### config.mk
export PLATFORM = sky130hd
export DESIGN_NAME = inst_fetch_flat
export DESIGN_NICKNAME = d
export VERILOG_FILES = /design/src/rtl/inst_fetch_if.sv /design/src/rtl/inst_fetch.sv /design/src/flat_wrapper.sv
export SDC_FILE = /design/constraint.sdc
export NUM_CORES = 1
export LEC_CHECK = 0
export ABC_AREA = 0
export BUFFER_PORTS_ARGS = -buffer_cell sky130_fd_sc_hd__buf_2
export CAP_MARGIN = 30
export CORE_MARGIN = 1
export CORE_UTILIZATION = 55
export CTS_CLUSTER_SIZE = 8
export DETAILED_ROUTE_END_ITERATION = 8
export PLACE_DENSITY = 0.82
export SYNTH_ARGS = -nofsm -noshare
export SYNTH_HDL_FRONTEND = slang
export SYNTH_SLANG_ARGS = --single-unit
### constraint.sdc
create_clock -name clk -period 20.1 [get_ports clk]
set_clock_uncertainty 0.2 [all_clocks]
set_input_delay 3.015 -clock clk [delete_from_list [all_inputs] [get_ports clk]]
set_output_delay 3.015 -clock clk [all_outputs]
set_load 0.01 [all_outputs]
### src/rtl/inst_fetch_if.sv
// -----------------------------------------------------------------------------
// inst_fetch_if
// Instruction-memory bus between the fetch unit and instruction memory.
//   imem_req_valid  fetch -> mem   read request valid
//   imem_req_addr   fetch -> mem   word-aligned read address
//   imem_req_ready  mem -> fetch   memory accepts the request this cycle
//   imem_rsp_valid  mem -> fetch   read data valid (in request order)
//   imem_rsp_data   mem -> fetch   read data
// Modports: master (fetch unit side), slave (memory side).
// -----------------------------------------------------------------------------
interface inst_fetch_if;
    logic        imem_req_valid;
    logic [31:0] imem_req_addr;
    logic        imem_req_ready;
    logic        imem_rsp_valid;
    logic [31:0] imem_rsp_data;

    modport master (
        output imem_req_valid,
        output imem_req_addr,
        input  imem_req_ready,
        input  imem_rsp_valid,
        input  imem_rsp_data
    );

    modport slave (
        input  imem_req_valid,
        input  imem_req_addr,
        output imem_req_ready,
        output imem_rsp_valid,
        output imem_rsp_data
    );
endinterface

### src/rtl/inst_fetch.sv
// -----------------------------------------------------------------------------
// inst_fetch
// Instruction fetch unit: owns the program counter, issues in-order reads to
// instruction memory, buffers returned words in a DEPTH-entry FIFO of
// {pc, data} and presents the head to the control unit. A taken redirect
// (PCSel on a consumed instruction) restarts fetch at alu_out and discards all
// buffered and in-flight wrong-path words.
//
// Parameters:
//   RESET_PC    first fetch address after reset
//   DEPTH       FIFO entries and maximum outstanding requests (power of 2, >=2)
// Ports:
//   clk, rst_n  clock, asynchronous active-low reset
//   imem        instruction-memory bus (inst_fetch_if.master)
//   PCSel       redirect request, qualified by inst_valid & inst_ready
//   alu_out     redirect target (bits [1:0] ignored)
//   inst        instruction, NOP (32'h0000_0013) when inst_valid is low
//   inst_pc     PC of inst, 0 when inst_valid is low
//   inst_valid  inst is valid
//   inst_ready  core consumes inst this cycle
// Build option:
//   IFETCH_BYPASS_EN  a non-dropped response arriving while the FIFO is empty
//                     is presented on inst in the same cycle.
// -----------------------------------------------------------------------------
module inst_fetch #(
    parameter logic [31:0] RESET_PC = 32'h0000_0000,
    parameter int          DEPTH    = 2
) (
    input  logic          clk,
    input  logic          rst_n,
    inst_fetch_if.master  imem,
    input  logic          PCSel,
    input  logic [31:0]   alu_out,
    output logic [31:0]   inst,
    output logic [31:0]   inst_pc,
    output logic          inst_valid,
    input  logic          inst_ready
);
    localparam int          PW  = $clog2(DEPTH);
    localparam int          CW  = PW + 1;
    localparam int          SW  = CW + 1;
    localparam logic [31:0] NOP = 32'h0000_0013;

    logic [31:0]   r_fetch_pc;
    logic [31:0]   r_rsp_pc;          // pc of the oldest non-dropped in-flight request
    logic [CW-1:0] r_count;
    logic [CW-1:0] r_outstanding;
    logic [CW-1:0] r_drop_cnt;
    logic [PW-1:0] r_rd_ptr;
    logic [PW-1:0] r_wr_ptr;
    logic [31:0]   r_fifo_pc   [DEPTH];
    logic [31:0]   r_fifo_data [DEPTH];

    logic          w_fifo_empty;
    logic          w_rsp_fire;
    logic          w_rsp_keep;
    logic          w_bypass;
    logic          w_pop;
    logic          w_fifo_pop;
    logic          w_push;
    logic          w_redirect;
    logic          w_req_fire;
    logic [SW-1:0] w_credit_used;
    logic [SW-1:0] w_credit_limit;
    logic [31:0]   w_target;
    logic [1:0]    w_unused_alu_lsbs;

    assign w_target          = {alu_out[31:2], 2'b00};
    assign w_unused_alu_lsbs = alu_out[1:0];

    assign w_fifo_empty = (r_count == '0);
    // A response with nothing outstanding is a protocol violation and is ignored.
    assign w_rsp_fire   = imem.imem_rsp_valid && (r_outstanding != '0);
    assign w_rsp_keep   = w_rsp_fire && (r_drop_cnt == '0);

`ifdef IFETCH_BYPASS_EN
    assign w_bypass = w_rsp_keep && w_fifo_empty;
`else
    assign w_bypass = 1'b0;
`endif

    // NOTE: every output gets a default before the branches, so no latch is inferred.
    always_comb begin
        inst_valid = 1'b0;
        inst       = NOP;
        inst_pc    = '0;
        if (!w_fifo_empty) begin
            inst_valid = 1'b1;
            inst       = r_fifo_data[r_rd_ptr];
            inst_pc    = r_fifo_pc[r_rd_ptr];
        end else if (w_bypass) begin
            inst_valid = 1'b1;
            inst       = imem.imem_rsp_data;
            inst_pc    = r_rsp_pc;
        end
    end

    assign w_pop      = inst_valid && inst_ready;
    assign w_redirect = w_pop && PCSel;
    assign w_fifo_pop = w_pop && !w_fifo_empty;
    // A bypassed word consumed this cycle never occupies a FIFO slot; a redirect
    // discards whatever arrives in its cycle.
    assign w_push     = w_rsp_keep && !w_redirect && !(w_bypass && w_pop);

    // Every in-flight or buffered word holds one credit. A pop this cycle frees
    // its credit immediately, which sustains one fetch per cycle while never
    // letting in-flight plus buffered words exceed DEPTH.
    assign w_credit_used  = {1'b0, r_outstanding} + {1'b0, r_count};
    assign w_credit_limit = SW'(DEPTH) + SW'(w_pop);

    // rst_n gates the request combinationally so it drops as soon as reset asserts.
    assign imem.imem_req_valid = rst_n && !w_redirect && (w_credit_used < w_credit_limit);
    assign imem.imem_req_addr  = r_fetch_pc;
    assign w_req_fire          = imem.imem_req_valid && imem.imem_req_ready;

    // NOTE: sequential state uses non-blocking assignments so every flop samples
    // pre-edge values regardless of statement order.
    always_ff @(posedge clk or negedge rst_n) begin
        if (!rst_n) begin
            r_fetch_pc    <= RESET_PC;
            r_rsp_pc      <= RESET_PC;
            r_count       <= '0;
            r_outstanding <= '0;
            r_drop_cnt    <= '0;
            r_rd_ptr      <= '0;
            r_wr_ptr      <= '0;
        end else if (w_redirect) begin
            // No request issues in a redirect cycle, so every word still in
            // flight after this edge belongs to the wrong path.
            r_fetch_pc    <= w_target;
            r_rsp_pc      <= w_target;
            r_count       <= '0;
            r_rd_ptr      <= '0;
            r_wr_ptr      <= '0;
            r_outstanding <= r_outstanding - CW'(w_rsp_fire);
            r_drop_cnt    <= r_outstanding - CW'(w_rsp_fire);
        end else begin
            if (w_req_fire) begin
                r_fetch_pc <= r_fetch_pc + 32'd4;
            end
            if (w_rsp_keep) begin
                r_rsp_pc <= r_rsp_pc + 32'd4;
            end
            if (w_rsp_fire && (r_drop_cnt != '0)) begin
                r_drop_cnt <= r_drop_cnt - CW'(1);
            end
            r_outstanding <= r_outstanding + CW'(w_req_fire) - CW'(w_rsp_fire);
            r_count       <= r_count + CW'(w_push) - CW'(w_fifo_pop);
            if (w_push) begin
                r_wr_ptr <= r_wr_ptr + PW'(1);
            end
            if (w_fifo_pop) begin
                r_rd_ptr <= r_rd_ptr + PW'(1);
            end
        end
    end

    // NOTE: FIFO storage is not reset; r_count and the pointers decide which
    // entries are meaningful.
    always_ff @(posedge clk) begin
        if (w_push) begin
            r_fifo_pc[r_wr_ptr]   <= r_rsp_pc;
            r_fifo_data[r_wr_ptr] <= imem.imem_rsp_data;
        end
    end

`ifndef SYNTHESIS
    a_rsp_has_outstanding: assert property (
        @(posedge clk) disable iff (!rst_n)
        imem.imem_rsp_valid |-> (r_outstanding != '0)
    );
`endif

endmodule

### src/flat_wrapper.sv
// flat-port wrapper written by rule: the top's interface ports become plain ports
module inst_fetch_flat 
#(
    parameter logic [31:0] RESET_PC = 32'h0000_0000,
    parameter int          DEPTH    = 2
)
  (clk, rst_n, PCSel, alu_out, inst, inst_pc, inst_valid, inst_ready, imem_imem_req_valid, imem_imem_req_addr, imem_imem_req_ready, imem_imem_rsp_valid, imem_imem_rsp_data);
  inst_fetch_if imem_i ();
  input  logic clk;
  input  logic rst_n;
  input  logic PCSel;
  input  logic [31:0] alu_out;
  output logic [31:0] inst;
  output logic [31:0] inst_pc;
  output logic inst_valid;
  input  logic inst_ready;
  output wire logic [$bits(imem_i.imem_req_valid)-1:0] imem_imem_req_valid;
  output wire logic [$bits(imem_i.imem_req_addr)-1:0] imem_imem_req_addr;
  input wire logic [$bits(imem_i.imem_req_ready)-1:0] imem_imem_req_ready;
  input wire logic [$bits(imem_i.imem_rsp_valid)-1:0] imem_imem_rsp_valid;
  input wire logic [$bits(imem_i.imem_rsp_data)-1:0] imem_imem_rsp_data;
  assign imem_imem_req_valid = imem_i.imem_req_valid;
  assign imem_imem_req_addr = imem_i.imem_req_addr;
  assign imem_i.imem_req_ready = imem_imem_req_ready;
  assign imem_i.imem_rsp_valid = imem_imem_rsp_valid;
  assign imem_i.imem_rsp_data = imem_imem_rsp_data;
  inst_fetch #(.RESET_PC(RESET_PC), .DEPTH(DEPTH)) u_core (.clk(clk), .rst_n(rst_n), .imem(imem_i), .PCSel(PCSel), .alu_out(alu_out), .inst(inst), .inst_pc(inst_pc), .inst_valid(inst_valid), .inst_ready(inst_ready));
endmodule
== After elaboration in Yosys (flattened, before gate mapping) ==
Memories as Yosys holds them, arrays and structs flattened.
Index checks and enable logic that the tools add are counted.

* Word-level logic and storage cells: 60
* Flip-flop bits (word level): 72
* RAM bits: 128
* Memories kept: 2

{| class="wikitable"
|+ Memories
! memory !! words !! bits a word !! read ports !! clocked after Yosys merged registers in !! wr ports !! RTL line !! text
|-
| u_core.r_fifo_data || 2 || 32 || 1 || 0 || 1 || inst_fetch.sv:52 || <nowiki>logic [31:0] r_fifo_data [DEPTH];</nowiki>
|-
| u_core.r_fifo_pc || 2 || 32 || 1 || 0 || 1 || inst_fetch.sv:51 || <nowiki>logic [31:0] r_fifo_pc [DEPTH];</nowiki>
|}

* Reduce and logical (&&, ||, !) cells: 21
* $lt $le $gt $ge: 1
* Muxes and demuxes: 17
* $add $sub $neg: 12

{| class="wikitable"
|+ Operators with widths
! operator !! count
|-
| 32-bit 2-to-1 mux || 6
|-
| 32-bit by 3-bit adder with 32-bit output (second input constant) || 2
|-
| 2-bit nonzero test || 7
|-
| 1-bit logical AND || 10
|-
| 2-bit 2-to-1 mux || 4
|-
| 1-bit 2-to-1 mux || 7
|-
| 2-bit by 1-bit subtractor with 2-bit output || 3
|-
| 2-bit by 1-bit adder with 2-bit output || 2
|-
| 2-bit zero test || 2
|-
| 2-bit by 1-bit adder with 3-bit output (first input constant) || 1
|-
| 2-bit by 2-bit adder with 3-bit output || 1
|-
| 3-bit < comparator || 1
|-
| 1-bit adder (second input constant) || 2
|-
| 1-bit zero test || 2
|-
| 2-bit by 1-bit subtractor with 2-bit output (second input constant) || 1
|}

== Logic depth before layout (Yosys ltp) ==
* Word-level depth: 11
* Mapped depth: 9
* Depth with buffers taken out: 8

== Least setup slack after synthesis ==
OpenSTA, ideal clock, no wires.

* Path kind: input port to flip-flop
* Start: in PCSel
* End: mem u_core.r_fifo_data[0][0] (enable)
* Arrival: 7.836 ns
* Stages: 4
* Slack: 11.506 ns
* Path buffers: 2
* Cell sequence: and3_1 clkbuf_1 clkbuf_1 nor3_1

* Cells in the longest elaborated chain, start to end: 5

{| class="wikitable"
|+ Ends and longest elaborated chain
! what !! RTL line !! text
|-
| start, declared || flat_wrapper.sv:11 || <nowiki>input logic PCSel;</nowiki>
|-
| 1-bit logical AND || inst_fetch.sv:99 || <nowiki>assign w_redirect = w_pop && PCSel;</nowiki>
|-
| 1-bit zero test || inst_fetch.sv:103 || <nowiki>assign w_push = w_rsp_keep && !w_redirect && !(w_bypass && w_pop);</nowiki>
|-
| 1-bit logical AND || inst_fetch.sv:103 ||
|-
| 1-bit 2-to-1 mux || inst_fetch.sv:161 || <nowiki>if (w_push) begin</nowiki>
|-
| 1-bit 2-to-1 mux (implied by the code) || inst_fetch.sv:163 || <nowiki>r_fifo_data[r_wr_ptr] <= imem.imem_rsp_data;</nowiki>
|-
| end, declared || inst_fetch.sv:52 ||
|}

Every way passes these cells.

== Worst setup path after layout ==
* Start: in inst_ready
* End: out imem_imem_req_valid

* Cells in the longest elaborated chain, start to end: 5

{| class="wikitable"
|+ Ends and longest elaborated chain
! what !! RTL line !! text
|-
| start, declared || flat_wrapper.sv:16 || <nowiki>input logic inst_ready;</nowiki>
|-
| 1-bit logical AND (*) || inst_fetch.sv:98 || <nowiki>assign w_pop = inst_valid && inst_ready;</nowiki>
|-
| parallel branches: the longest is 3 deep, another holds 2-bit by 1-bit adder with 3-bit output || n/a ||
|-
| 1-bit logical AND (*) || inst_fetch.sv:112 || <nowiki>assign imem.imem_req_valid = rst_n && !w_redirect && (w_credit_used < w_credit_limit);</nowiki>
|-
| end, declared || flat_wrapper.sv:17 || <nowiki>output wire logic [$bits(imem_i.imem_req_valid)-1:0] imem_imem_req_valid;</nowiki>
|}

Mark *: on every way between the ends.

==> results.cfg <==
[outcome]
status = completed

[critical_path]
cp-end-kind = primary output
worst-path-buf-inv = 2
cp_cell_sequence = buf_2 > o21ai_1 > o21ai_2 > and4b_1 > buf_2
path_depth = 5
crit_slowest_cell = o21ai_2
critPathKind = in -> out
cp_max_fo = 15
crit_family = compound AO/OA/AOI/OAI gates
reg2reg_depth = 7
crit_arrival_ns = 4.23
required_ns = 16.89
max_stage_delay_ns = 0.52
crit_top_cell = buf_2
crit_path_start_kind = input port

[timing]
setup_viol = 0
relSlewSlack = 0.413
rsz0062_at_grt = no
hold_viol = 0
tightest_slew_ns = 0.881
fmax_mhz = 134
period_share = 0.370
tns_ns = 0
post-route-min-period_ns = 7.45
slew_violations = 0

[pwr]
power_density_nw_per_um2 = 150
peakVddDrop_v = 0.000103
leakage_nw = 3.98

[finish]
drive_gt1_frac = 0.249
syn2layout_area_growth_pct = 18.8
layout_commonest_cell = buf_2
num_antenna_cells = 0
design_area_um2 = 10100
fin_nets = 921
final_cell_mix = buf_2 (161), edfxtp_1 (124), nor2_1 (105), dfrtp_1 (67), mux2i_1 (64)

[floorplan]
pin_count = 168
std_cell_rows = 45
die_w_um = 126
design.core.area_um2 = 15100
start_util = 0.560
chipHeight_um = 126
die_area_um2 = 15900

[clock_network]
cts_buffer_depth = 2
path_clk_slew_ns = 0.07
ctsHtreeMaxLevel = 4
clock-sinks = 192
postCtsSetupRepairBufs = 0
root_buffer = clkbuf_16
postCtsHoldBufs = 0
clock_latency_ns = 0.43
cts_tree = built
cts_resized = 0
cts_buffers = 17

[routing]
drt-vias-per-instance = 5.69
drt_iter0_markers = 426
vias = 5938
first_pass_iters = 5
wire_per_inst_um = 17.0
drt_wl_total_um = 17700
drt_drc_violations_left = 0
drtAntennaViolNets = 0

[global_routing]
grt_antenna_before_repair = 0
grt_pass1_wl_um = 28000
busiest_layer = met2
grt_pass1_vias = 5498
met2_usage = 0.363
use_met1 = 0.318
grt_usage = 0.229
grt-ovfl-total = 0
use_met3 = 0.0472
grt_max_degree = 92

[logic_synthesis]
synth_area_um2 = 8490
syn-instance-count = 686
synth_top_area_frac = 0.439
synth_xor_area_frac = 0.0434
yosysTopAreaCell = edfxtp_1
synth-seq-cells = 192
synth_edf_count = 124
synth_fa_ha_area_frac = 0.0142
synth_compound_area_frac = 0.0643
ys_warn_count = 0
async_flop_share = 0.354
synth_area_per_cell_um2 = 12.4
synth_flop_cell = edfxtp_1
synthDistinctLibCells = 52
synth.area.top_cells = edfxtp_1 (44%), dfrtp_1 (20%), mux2i_1 (7.5%)
synth_mux_area_frac = 0.0768
synthSimpleGateAreaFrac = 0.138
synth_top_family_by_area = simple AND/OR/NAND/NOR gates
seq_area_frac_synth = 0.639

[placed_design]
hpwl_um = 11700
gp_congestion = 0.900
postPlaceCellArea_um2 = 9480
port_buffers = 161

[min_path]
hold_depth = 0
min_path_type = reg -> reg

[run]
drv_cap = 0
## state kept, by name (all words and copies together) (netlist names)
register / cells
u_core.r_rd_ptr: 1
u_core.r_count: 2
u_core.r_drop_cnt: 2
u_core.imem.imem_req_addr: 30
u_core.r_fifo_data: 64
u_core.r_fifo_pc: 60
u_core.r_outstanding: 2
u_core.r_wr_ptr: 1
u_core.r_rsp_pc: 30
## through the flow
stage / utilization / power, mW / hold slack [ns] / cells / worst slack, ns
global placement: 0.624 / 1.16 / 0.275 / 1010 / 12.68
floorplan: - / 0.977 / 0.251 / 689 / 11.51
finish: 0.665 / 1.51 / 0.300 / 1043 / 12.65
global route: 0.665 / 1.60 / 0.332 / 1043 / 12.55
detailed placement: 0.626 / 1.18 / 0.286 / 1011 / 12.70
CTS: 0.665 / 1.51 / 0.301 / 1043 / 12.67
## synth_stat cells (all sizes together), types with 2 or more instances
cell / instances
edfxtp: 124
nor2: 107
dfrtp: 68
mux2i: 64
a21oi: 41
xor2: 33
nand2: 31
clkbuf: 25
nand3: 24
nand4: 24
a31oi: 18
o21ai: 18
inv: 14
or3: 13
xnor2: 9
buf: 8
ha: 8
and3: 7
nor3: 7
and4: 5
and2: 4
o211ai: 4
or4: 4
o31ai: 3
nand4b: 2
nor2b: 2
nor4: 2
o22a: 2
o311ai: 2
## where the power goes
part | leakage [nW] | internal, mW | total [mW] | switching, mW
Sequential | 1.88 | 0.539 | 0.646 | 0.107
Clock | 0.299 | 0.193 | 0.336 | 0.143
Combinational | 1.80 | 0.214 | 0.526 | 0.312
Total | 3.98 | 0.947 | 1.51 | 0.561
## metal layers
| layer | share of wire | up-vias |
|---|---|---|
| met3 | 0.061 | 23 |
| met2 | 0.46 | 237 |
| met4 | 0.014 | 0 |
| met5 | 0 | - |
| met1 | 0.46 | 2857 |
| li1 | - | 2821 |
## cells by family (layout without fill, tap and decap cells)
group                    Yosys count  in the layout
other                              1              4
XOR/XNOR                          42             42
buffers and inverters             47            213
flip-flops                       192            192
adder cells (fa/ha/maj)            9              9
AND/OR/NAND/NOR                  237            237
AO/OA/AOI/OAI                     93             93
multiplexers                      65             65
## cell type report
class,count,area (um^2)
inverter,14,52.6
clock buffer,21,504
multi-input combinational,450,2890
timing repair buffer,167,871
sequential,192,5430
fill,1102,5070
tap,188,235
clock inverter,11,97.6
## path summary, 6_finish.rpt
path	endpoint	slack, ns	startpoint
min	u_core.r_fifo_pc[1][31]	0.30	u_core.r_rsp_pc[31]
max reg2reg	u_core.r_fifo_pc[1][23]	16.50	u_core.r_count[1]
min in group asynchronous	u_core.imem.imem_req_addr[13]	2.67	rst_n
max in group asynchronous	u_core.r_rd_ptr	16.35	rst_n
max	imem_imem_req_valid	12.65	inst_ready
min reg2reg	u_core.r_fifo_pc[1][31]	0.30	u_core.r_rsp_pc[31]
No activity file was read; power rests on OpenSTA's default activity.
